`src/rtl/elink_uplink_rx_pkg.sv`:
```
`default_nettype none
// ============================================================================
// Module  : elink_uplink_rx_pkg
// Purpose : Shared types and constants for the e-link uplink receiver.
// Rev     : 1.0  initial release
// ============================================================================
package elink_uplink_rx_pkg;

    localparam int          UPLINK_W  = 76;
    localparam logic [7:0]  CRC8_POLY = 8'h07;

    typedef enum logic [1:0] {
        IDLE    = 2'd0,
        COLLECT = 2'd1,
        COMMIT  = 2'd2
`ifdef ELINK_RX_CRC_EN
        ,
        CHECK   = 2'd3
`endif
    } asm_state_t;

    typedef enum logic [1:0] {
        RD_IDLE = 2'd0,
        RD_DATA = 2'd1,
        RD_DONE = 2'd2
    } rd_state_t;

`ifdef ELINK_RX_CRC_EN
    // One byte of a non-reflected CRC-8, MSB first.
    function automatic logic [7:0] crc8_update(input logic [7:0] crc, input logic [7:0] data);
        logic [7:0] c;
        c = crc ^ data;
        for (int k = 0; k < 8; k++) begin
            c = c[7] ? ((c << 1) ^ CRC8_POLY) : (c << 1);
        end
        return c;
    endfunction
`endif

endpackage
`default_nettype wire

```
`src/rtl/elink_frame_fifo.sv`:
```
`default_nettype none
// ============================================================================
// Module  : elink_frame_fifo
// Purpose : Whole-frame FIFO; a pop in the same cycle frees room for a push.
// Rev     : 1.0  initial release
// ============================================================================
module elink_frame_fifo #(
    parameter int DEPTH = 2,
    parameter int WIDTH = 76
) (
    input  logic                       clk,
    input  logic                       rst,
    input  logic                       push,
    input  logic [WIDTH-1:0]           push_data,
    input  logic                       pop,
    output logic [WIDTH-1:0]           head_data,
    output logic                       full,
    output logic                       empty,
    output logic [$clog2(DEPTH):0]     count
);

    localparam int c_ptr_w = $clog2(DEPTH);
    localparam int c_occ_w = $clog2(DEPTH) + 1;

    logic [WIDTH-1:0]   r_mem [DEPTH];
    logic [c_ptr_w-1:0] r_wr_ptr;
    logic [c_ptr_w-1:0] r_rd_ptr;
    logic [c_occ_w-1:0] r_count;

    logic w_pop_ok;
    logic w_push_ok;

    assign empty     = (r_count == '0);
    assign full      = (r_count == c_occ_w'(DEPTH));
    assign count     = r_count;
    assign head_data = r_mem[r_rd_ptr];

    assign w_pop_ok  = pop & ~empty;
    assign w_push_ok = push & (~full | w_pop_ok);

    always_ff @(posedge clk) begin
        if (w_push_ok) begin
            r_mem[r_wr_ptr] <= push_data;
        end
    end

    // Depth is a power of two, so the pointers wrap naturally.
    always_ff @(posedge clk or negedge rst) begin
        if (!rst) begin
            r_wr_ptr <= '0;
            r_rd_ptr <= '0;
            r_count  <= '0;
        end else begin
            if (w_push_ok) begin
                r_wr_ptr <= r_wr_ptr + c_ptr_w'(1);
            end
            if (w_pop_ok) begin
                r_rd_ptr <= r_rd_ptr + c_ptr_w'(1);
            end
            case ({w_push_ok, w_pop_ok})
                2'b10:   r_count <= r_count + c_occ_w'(1);
                2'b01:   r_count <= r_count - c_occ_w'(1);
                default: r_count <= r_count;
            endcase
        end
    end

endmodule
`default_nettype wire

```
`src/rtl/elink_uplink_rx.sv`:
```
`default_nettype none
// ============================================================================
// Module  : elink_uplink_rx
// Purpose : E-link byte stream to 76-bit frame assembler, FIFO and core reader.
//           Define ELINK_RX_CRC_EN to require a trailing CRC-8 byte per frame.
// Rev     : 1.0  initial release
// ============================================================================
module elink_uplink_rx
    import elink_uplink_rx_pkg::*;
#(
    parameter int FIFO_DEPTH  = 2,
    parameter int FRAME_BYTES = 10
) (
    input  logic                clk,
    input  logic                rst,
    input  logic [7:0]          rx_byte,
    input  logic                rx_valid,
    input  logic                rx_sop,
    input  logic                start_read_elink,
    output logic [UPLINK_W-1:0] data_tra_uplink,
    output logic                irq_elink,
    output logic                end_read_elink,
    output logic                frame_err,
    output logic [7:0]          drop_cnt
);

    localparam int c_cnt_w = $clog2(FRAME_BYTES + 1);
    localparam int c_occ_w = $clog2(FIFO_DEPTH) + 1;
    localparam logic [c_cnt_w-1:0] c_cnt_one  = c_cnt_w'(1);
    localparam logic [c_cnt_w-1:0] c_cnt_last = c_cnt_w'(FRAME_BYTES - 1);
`ifdef ELINK_RX_CRC_EN
    localparam asm_state_t c_after_collect = CHECK;
`else
    localparam asm_state_t c_after_collect = COMMIT;
`endif

    asm_state_t             r_asm_state;
    rd_state_t              r_rd_state;
    logic [79:0]            r_shift;
    logic [c_cnt_w-1:0]     r_byte_cnt;
    logic                   r_frame_err;
    logic [7:0]             r_drop_cnt;
    logic [UPLINK_W-1:0]    r_data;
    logic                   r_end_read;
    logic                   r_irq;
`ifdef ELINK_RX_CRC_EN
    logic [7:0]             r_crc;
    logic                   w_crc_bad;
`endif

    logic [79:0]            w_shift_next;
    logic                   w_sop;
    logic                   w_abort;
    logic                   w_commit;
    logic                   w_commit_drop;
    logic                   w_drop;
    logic                   w_push;
    logic                   w_pop;
    logic                   w_full;
    logic                   w_empty;
    logic [UPLINK_W-1:0]    w_head;
    logic [c_occ_w-1:0]     w_count;
    logic [c_occ_w-1:0]     w_occ_next;
    logic [7:0]             w_unused_msbs;

    assign w_shift_next  = {r_shift[71:0], rx_byte};
    assign w_unused_msbs = r_shift[79:72];
    assign w_sop         = rx_valid & rx_sop;
    assign w_commit      = (r_asm_state == COMMIT);
    assign w_pop         = (r_rd_state == RD_DONE);
    // A pop in the same cycle frees a slot, so a full FIFO still accepts.
    assign w_push        = w_commit & (~w_full | w_pop);
    assign w_commit_drop = w_commit & ~w_push;

`ifdef ELINK_RX_CRC_EN
    assign w_abort   = w_sop & ((r_asm_state == COLLECT) | (r_asm_state == CHECK));
    assign w_crc_bad = (r_asm_state == CHECK) & rx_valid & ~rx_sop & (rx_byte != r_crc);
    assign w_drop    = w_abort | w_commit_drop | w_crc_bad;
`else
    assign w_abort   = w_sop & (r_asm_state == COLLECT);
    assign w_drop    = w_abort | w_commit_drop;
`endif

    always_ff @(posedge clk or negedge rst) begin
        if (!rst) begin
            r_asm_state <= IDLE;
            r_shift     <= '0;
            r_byte_cnt  <= '0;
            r_frame_err <= 1'b0;
            r_drop_cnt  <= '0;
`ifdef ELINK_RX_CRC_EN
            r_crc       <= '0;
`endif
        end else begin
            r_frame_err <= w_drop;
            if (w_drop && (r_drop_cnt != 8'hFF)) begin
                r_drop_cnt <= r_drop_cnt + 8'd1;
            end
            case (r_asm_state)
                IDLE: begin
                    if (w_sop) begin
                        r_shift     <= w_shift_next;
                        r_byte_cnt  <= c_cnt_one;
`ifdef ELINK_RX_CRC_EN
                        r_crc       <= crc8_update(8'h00, rx_byte);
`endif
                        r_asm_state <= COLLECT;
                    end
                end
                COLLECT: begin
                    if (rx_valid) begin
                        r_shift <= w_shift_next;
                        if (rx_sop) begin
                            r_byte_cnt <= c_cnt_one;
`ifdef ELINK_RX_CRC_EN
                            r_crc      <= crc8_update(8'h00, rx_byte);
`endif
                        end else begin
                            r_byte_cnt <= r_byte_cnt + c_cnt_one;
`ifdef ELINK_RX_CRC_EN
                            r_crc      <= crc8_update(r_crc, rx_byte);
`endif
                            if (r_byte_cnt == c_cnt_last) begin
                                r_asm_state <= c_after_collect;
                            end
                        end
                    end
                end
`ifdef ELINK_RX_CRC_EN
                CHECK: begin
                    if (rx_valid) begin
                        if (rx_sop) begin
                            r_shift     <= w_shift_next;
                            r_byte_cnt  <= c_cnt_one;
                            r_crc       <= crc8_update(8'h00, rx_byte);
                            r_asm_state <= COLLECT;
                        end else if (rx_byte == r_crc) begin
                            r_asm_state <= COMMIT;
                        end else begin
                            r_asm_state <= IDLE;
                        end
                    end
                end
`endif
                COMMIT:  r_asm_state <= IDLE;
                default: r_asm_state <= IDLE;
            endcase
        end
    end

    // end_read_elink is high exactly while the reader sits in RD_DONE.
    always_ff @(posedge clk or negedge rst) begin
        if (!rst) begin
            r_rd_state <= RD_IDLE;
            r_data     <= '0;
            r_end_read <= 1'b0;
        end else begin
            r_end_read <= 1'b0;
            case (r_rd_state)
                RD_IDLE: begin
                    if (start_read_elink && !w_empty) begin
                        r_rd_state <= RD_DATA;
                    end
                end
                RD_DATA: begin
                    r_data     <= w_head;
                    r_end_read <= 1'b1;
                    r_rd_state <= RD_DONE;
                end
                RD_DONE: r_rd_state <= RD_IDLE;
                default: r_rd_state <= RD_IDLE;
            endcase
        end
    end

    assign w_occ_next = w_count + c_occ_w'(w_push) - c_occ_w'(w_pop & ~w_empty);

    always_ff @(posedge clk or negedge rst) begin
        if (!rst) begin
            r_irq <= 1'b0;
        end else begin
            r_irq <= (w_occ_next != '0);
        end
    end

    elink_frame_fifo #(
        .DEPTH (FIFO_DEPTH),
        .WIDTH (UPLINK_W)
    ) u_fifo (
        .clk       (clk),
        .rst       (rst),
        .push      (w_push),
        .push_data (r_shift[UPLINK_W-1:0]),
        .pop       (w_pop),
        .head_data (w_head),
        .full      (w_full),
        .empty     (w_empty),
        .count     (w_count)
    );

    assign data_tra_uplink = r_data;
    assign irq_elink       = r_irq;
    assign end_read_elink  = r_end_read;
    assign frame_err       = r_frame_err;
    assign drop_cnt        = r_drop_cnt;

endmodule
`default_nettype wire

```
`config.mk`:
```
export PLATFORM = sky130hd
export DESIGN_NAME = elink_uplink_rx
export DESIGN_NICKNAME = d
export VERILOG_FILES = /design/src/rtl/elink_uplink_rx_pkg.sv /design/src/rtl/elink_frame_fifo.sv /design/src/rtl/elink_uplink_rx.sv
export SDC_FILE = /design/constraint.sdc
export NUM_CORES = 1
export LEC_CHECK = 0
export ABC_AREA = 1
export BUFFER_PORTS_ARGS = -buffer_cell sky130_fd_sc_hd__buf_2
export CAP_MARGIN = 20
export CORE_ASPECT_RATIO = 1.2
export CORE_UTILIZATION = 30
export DETAILED_ROUTE_END_ITERATION = 7
export HOLD_SLACK_MARGIN = 0.03
export PLACE_DENSITY = 0.58
export SYNTH_ARGS = -nofsm -noshare
export SYNTH_HDL_FRONTEND = slang
export SYNTH_HIERARCHICAL = 1
export SYNTH_SLANG_ARGS = --single-unit
```
`constraint.sdc`:
```
create_clock -name clk -period 5.64 [get_ports clk]
set_input_delay 0.282 -clock clk [delete_from_list [all_inputs] [get_ports clk]]
set_output_delay 0.282 -clock clk [all_outputs]
set_load 0.005 [all_outputs]
```
==> out/metrics.yaml <==
critical_path:
  reg2reg_slack_ns: 3.13
  r2r-start: "u_fifo/count[0]"
  critPathMaxFanout: 41
  crit_type: "reg -> reg"
  startpoint_type: "flip-flop"
  reg2regPathDepth: 7
  worst_setup_path_end_kind: "flip-flop"
  cp.required_ns: 5.84
  reg2reg_to: "u_fifo/r_mem[0][14]"
  critPathArrivalTime_ns: 2.71
final_layout:
  drive_gt1_share_pct: 13.9
  nets: 1311
  fillCellCount: 4066
  syn2layout_area_growth_pct: 18.4
  stdcell_area_um2: 14700
  diodes: 0
routing:
  ant_nets: 0
  wire_per_inst_um: 14.2
  vias: 7972
  wirelength_um: 26300
  drt-vias-per-instance: 4.29
  drc: 0
  dr.pass1.iters: 4
  drt_iter0_markers: 490
global_route:
  grt_pass1_wl_um: 43500
  grt_max_degree: 109
  grt_use_total_pct: 12.9
  antenna_found_initial: 0
  grt-ovfl-total: 0
  grt_pass1_vias: 8155
timing:
  setup_viol: 0
  fin_ws_ns: 3.13
  setup_tns_ns: 0
  worst_pin_slew_ns: 0.959
  skew_ns: 0.0185
  fin_crit_sh_pct: 44.5
  hold_violations: 0
  max_freq_ghz: 0.398
  fin_crit_ns: 2.51
  slew_viol_final: 0
  rsz0062_at_grt: "false"
  slew-limit-headroom_pct: 36.0
power:
  vdd_drop_max_mv: 0.187
  power_density_nw_per_um2: 435
  netSwitchingPower_w: 0.00176
  comb_power_share_pct: 12.8
  leakage_nw: 7.09
  clkPwrFrac_pct: 34.9
  power_frac_seq_pct: 52.3
  swShare_pct: 27.5
  internal_power_w: 0.00464
yosys:
  syn-num-nets: 1202
  async_flop_share_pct: 53.5
  syn_area_per_cell_um2: 10.5
  syn-cell-area_um2: 12400
  ys_seq_area_share_pct: 72.0
  synth-seq-cells: 327
  synth_cell_types: 32
  synth_cells: 1184
  ys.flop_type: "dfrtp_1"
  synth_edf_count: 152
  synth_warnings: 6
worst_hold_path:
  hold_path_end: "r_asm_state[1]"
  hold_start: "rx_valid"
  min_path_type: "in -> reg"
  hold_depth: 3
placement:
  place_congestion: 0.726
  hpwl_um: 15600
  io_buffer_count: 99
  place_ws_ns: 3.16
  postPlaceCellArea_um2: 13500
clocking:
  cts_resized: 0
  cts_tree: "yes"
  root_buffer: "clkbuf_16"
  cts.sink_count: 327
  cts-buffers-inserted: 36
  clk_latency_ns: 0.53
  clockBufferDepth: 3
  cts.clk_slew.worst_paths_ns: 0.06
  cts-htree-levels: 2
job:
  drv_cap: 0
floorplan:
  die_h_um: 225
  die_area_um2: 42200
  core_um2: 40800
  fp.dieW_um: 188
  row_count: 81
  initial_core_util_pct: 30.4
  io_pins: 100
run_status:
  status: "finished, final reports clean"
## sequential cells by signal, summed over array words and instances, names as in the netlist
| register | count |
|---|---|
| end_read_elink | 1 |
| frame_err | 1 |
| drop_cnt | 8 |
| u_fifo/r_mem | 152 |
| r_asm_state | 2 |
| u_fifo/r_wr_ptr | 1 |
| u_fifo/count | 2 |
| u_fifo/r_rd_ptr | 1 |
| data_tra_uplink | 76 |
| r_rd_state | 2 |
| r_byte_cnt | 4 |
| r_shift | 76 |
| irq_elink | 1 |
## area by class of cell
type / count / area, µm² / area share (%)
flip-flops and latches: 327 / 8940 / 60.8
multi-input cells: 774 / 3130 / 21.2
clock buffers: 49 / 990 / 6.72
repair buffers: 120 / 712 / 4.84
well taps: 539 / 674 / 4.58
clock inverters: 16 / 146 / 0.994
inverters: 34 / 128 / 0.867
## cell families (layout without fill, tap and decap cells)
group                    Yosys count  after routing  synth area share, %
adder cells (fa/ha/maj)            5              5                0.503
buffers and inverters             83            219                 3.13
AND/OR/NAND/NOR                  731            731                 22.5
AO/OA/AOI/OAI                     31             31                 1.39
flip-flops                       327            327                 72.0
XOR/XNOR                           7              7                0.493
## cells in the mapped netlist, drive strengths merged (2+ instances only)
master  instances  share of area (%)
nand3           9               0.44
buf            34                1.7
nand4           2               0.10
inv            34                1.0
edfxtp        152                 37
dfrtp         175                 35
ha              5               0.50
clkbuf         15               0.45
xnor2           3               0.21
nand3b          2               0.12
nor2           18               0.54
o21ai          24                1.0
a21oi           2               0.11
xor2            4               0.28
nand2         697                 21
## layer usage
| metal | part of all wire [%] | up-vias | global-route usage, % |
|---|---|---|---|
| met5 | 0 | - | 0 |
| met4 | 2.0 | 0 | 3.99 |
| met3 | 4.5 | 36 | 2.77 |
| met2 | 49 | 137 | 22.6 |
| met1 | 44 | 3839 | 15.9 |
| li1 | - | 3960 | - |
## layout by cell type (no fill, tap or decap), types with 2 or more instances in the layout
cell type / Yosys / layout
clkinv_8: 0 / 3
dlygate4sd3_1: 0 / 10
xor2_1: 4 / 4
dfrtp_1: 175 / 174
clkbuf_16: 0 / 36
clkinv_2: 0 / 8
xnor2_1: 3 / 3
nor2_4: 0 / 3
clkinvlp_4: 0 / 2
nand3_2: 2 / 2
edfxtp_1: 152 / 152
inv_2: 6 / 7
buf_4: 7 / 9
buf_2: 23 / 98
clkbuf_8: 0 / 5
o21ai_0: 23 / 23
nand3_1: 7 / 7
inv_1: 28 / 27
nand2_2: 3 / 3
clkbuf_1: 15 / 9
ha_1: 5 / 5
nor2_1: 18 / 15
nand3b_1: 2 / 2
buf_12: 0 / 2
nand2_1: 693 / 693
nand4_1: 2 / 2
## through the flow
step | hold WS [ns] | power (W) | util, % | cells
2_1_floorplan | -0.0136 | 0.00379 | - | 1184
3_3_place_gp | 0.431 | 0.00421 | 33.0 | 1783
3_5_place_dp | 0.437 | 0.00425 | 33.0 | 1784
4_1_cts | 0.0678 | 0.00652 | 36.0 | 1859
5_1_grt | 0.0943 | 0.00679 | 36.0 | 1859
6_report | 0.0933 | 0.00641 | 36.0 | 1859
## how the worst max path moves through the flow
stage          cells after the start  slack, ns                  end            start
3_3_place_gp                       7       2.65  u_fifo/r_mem[0][71]  u_fifo/count[0]
4_1_cts                            7       3.14  u_fifo/r_mem[0][14]  u_fifo/count[0]
3_5_place_dp                       7       3.16  u_fifo/r_mem[0][68]  u_fifo/count[0]
5_1_grt                            7       2.95  u_fifo/r_mem[0][14]  u_fifo/count[0]
6_report                           7       3.13  u_fifo/r_mem[0][14]  u_fifo/count[0]
2_1_floorplan                      6       0.76   u_fifo/r_mem[0][0]  u_fifo/count[0]
## power groups by stage
stage | sequential (W) | combinational [W] | clock, W
floorplan | 0.00332 | 0.000466 | 0
global placement | 0.00339 | 0.000826 | 0
detailed placement | 0.00340 | 0.000847 | 0
CTS | 0.00336 | 0.000855 | 0.00231
global route | 0.00342 | 0.000966 | 0.00240
finish | 0.00335 | 0.000821 | 0.00223
## what timing repair did
action	in CTS	in global routing
hold buffers	10	0
setup buffers	0	0
hold endpoints to repair	116	0
## critical path, cell delays in order (launching register included)
cell and delay, ns:
dfrtp_1 0.41, inv_2 0.08, nand2_1 0.13, inv_1 0.07, a21boi_0 0.48, o21ai_2 0.23, nor2_4 0.45, buf_12 0.32
No activity file was read; power rests on OpenSTA's default activity.
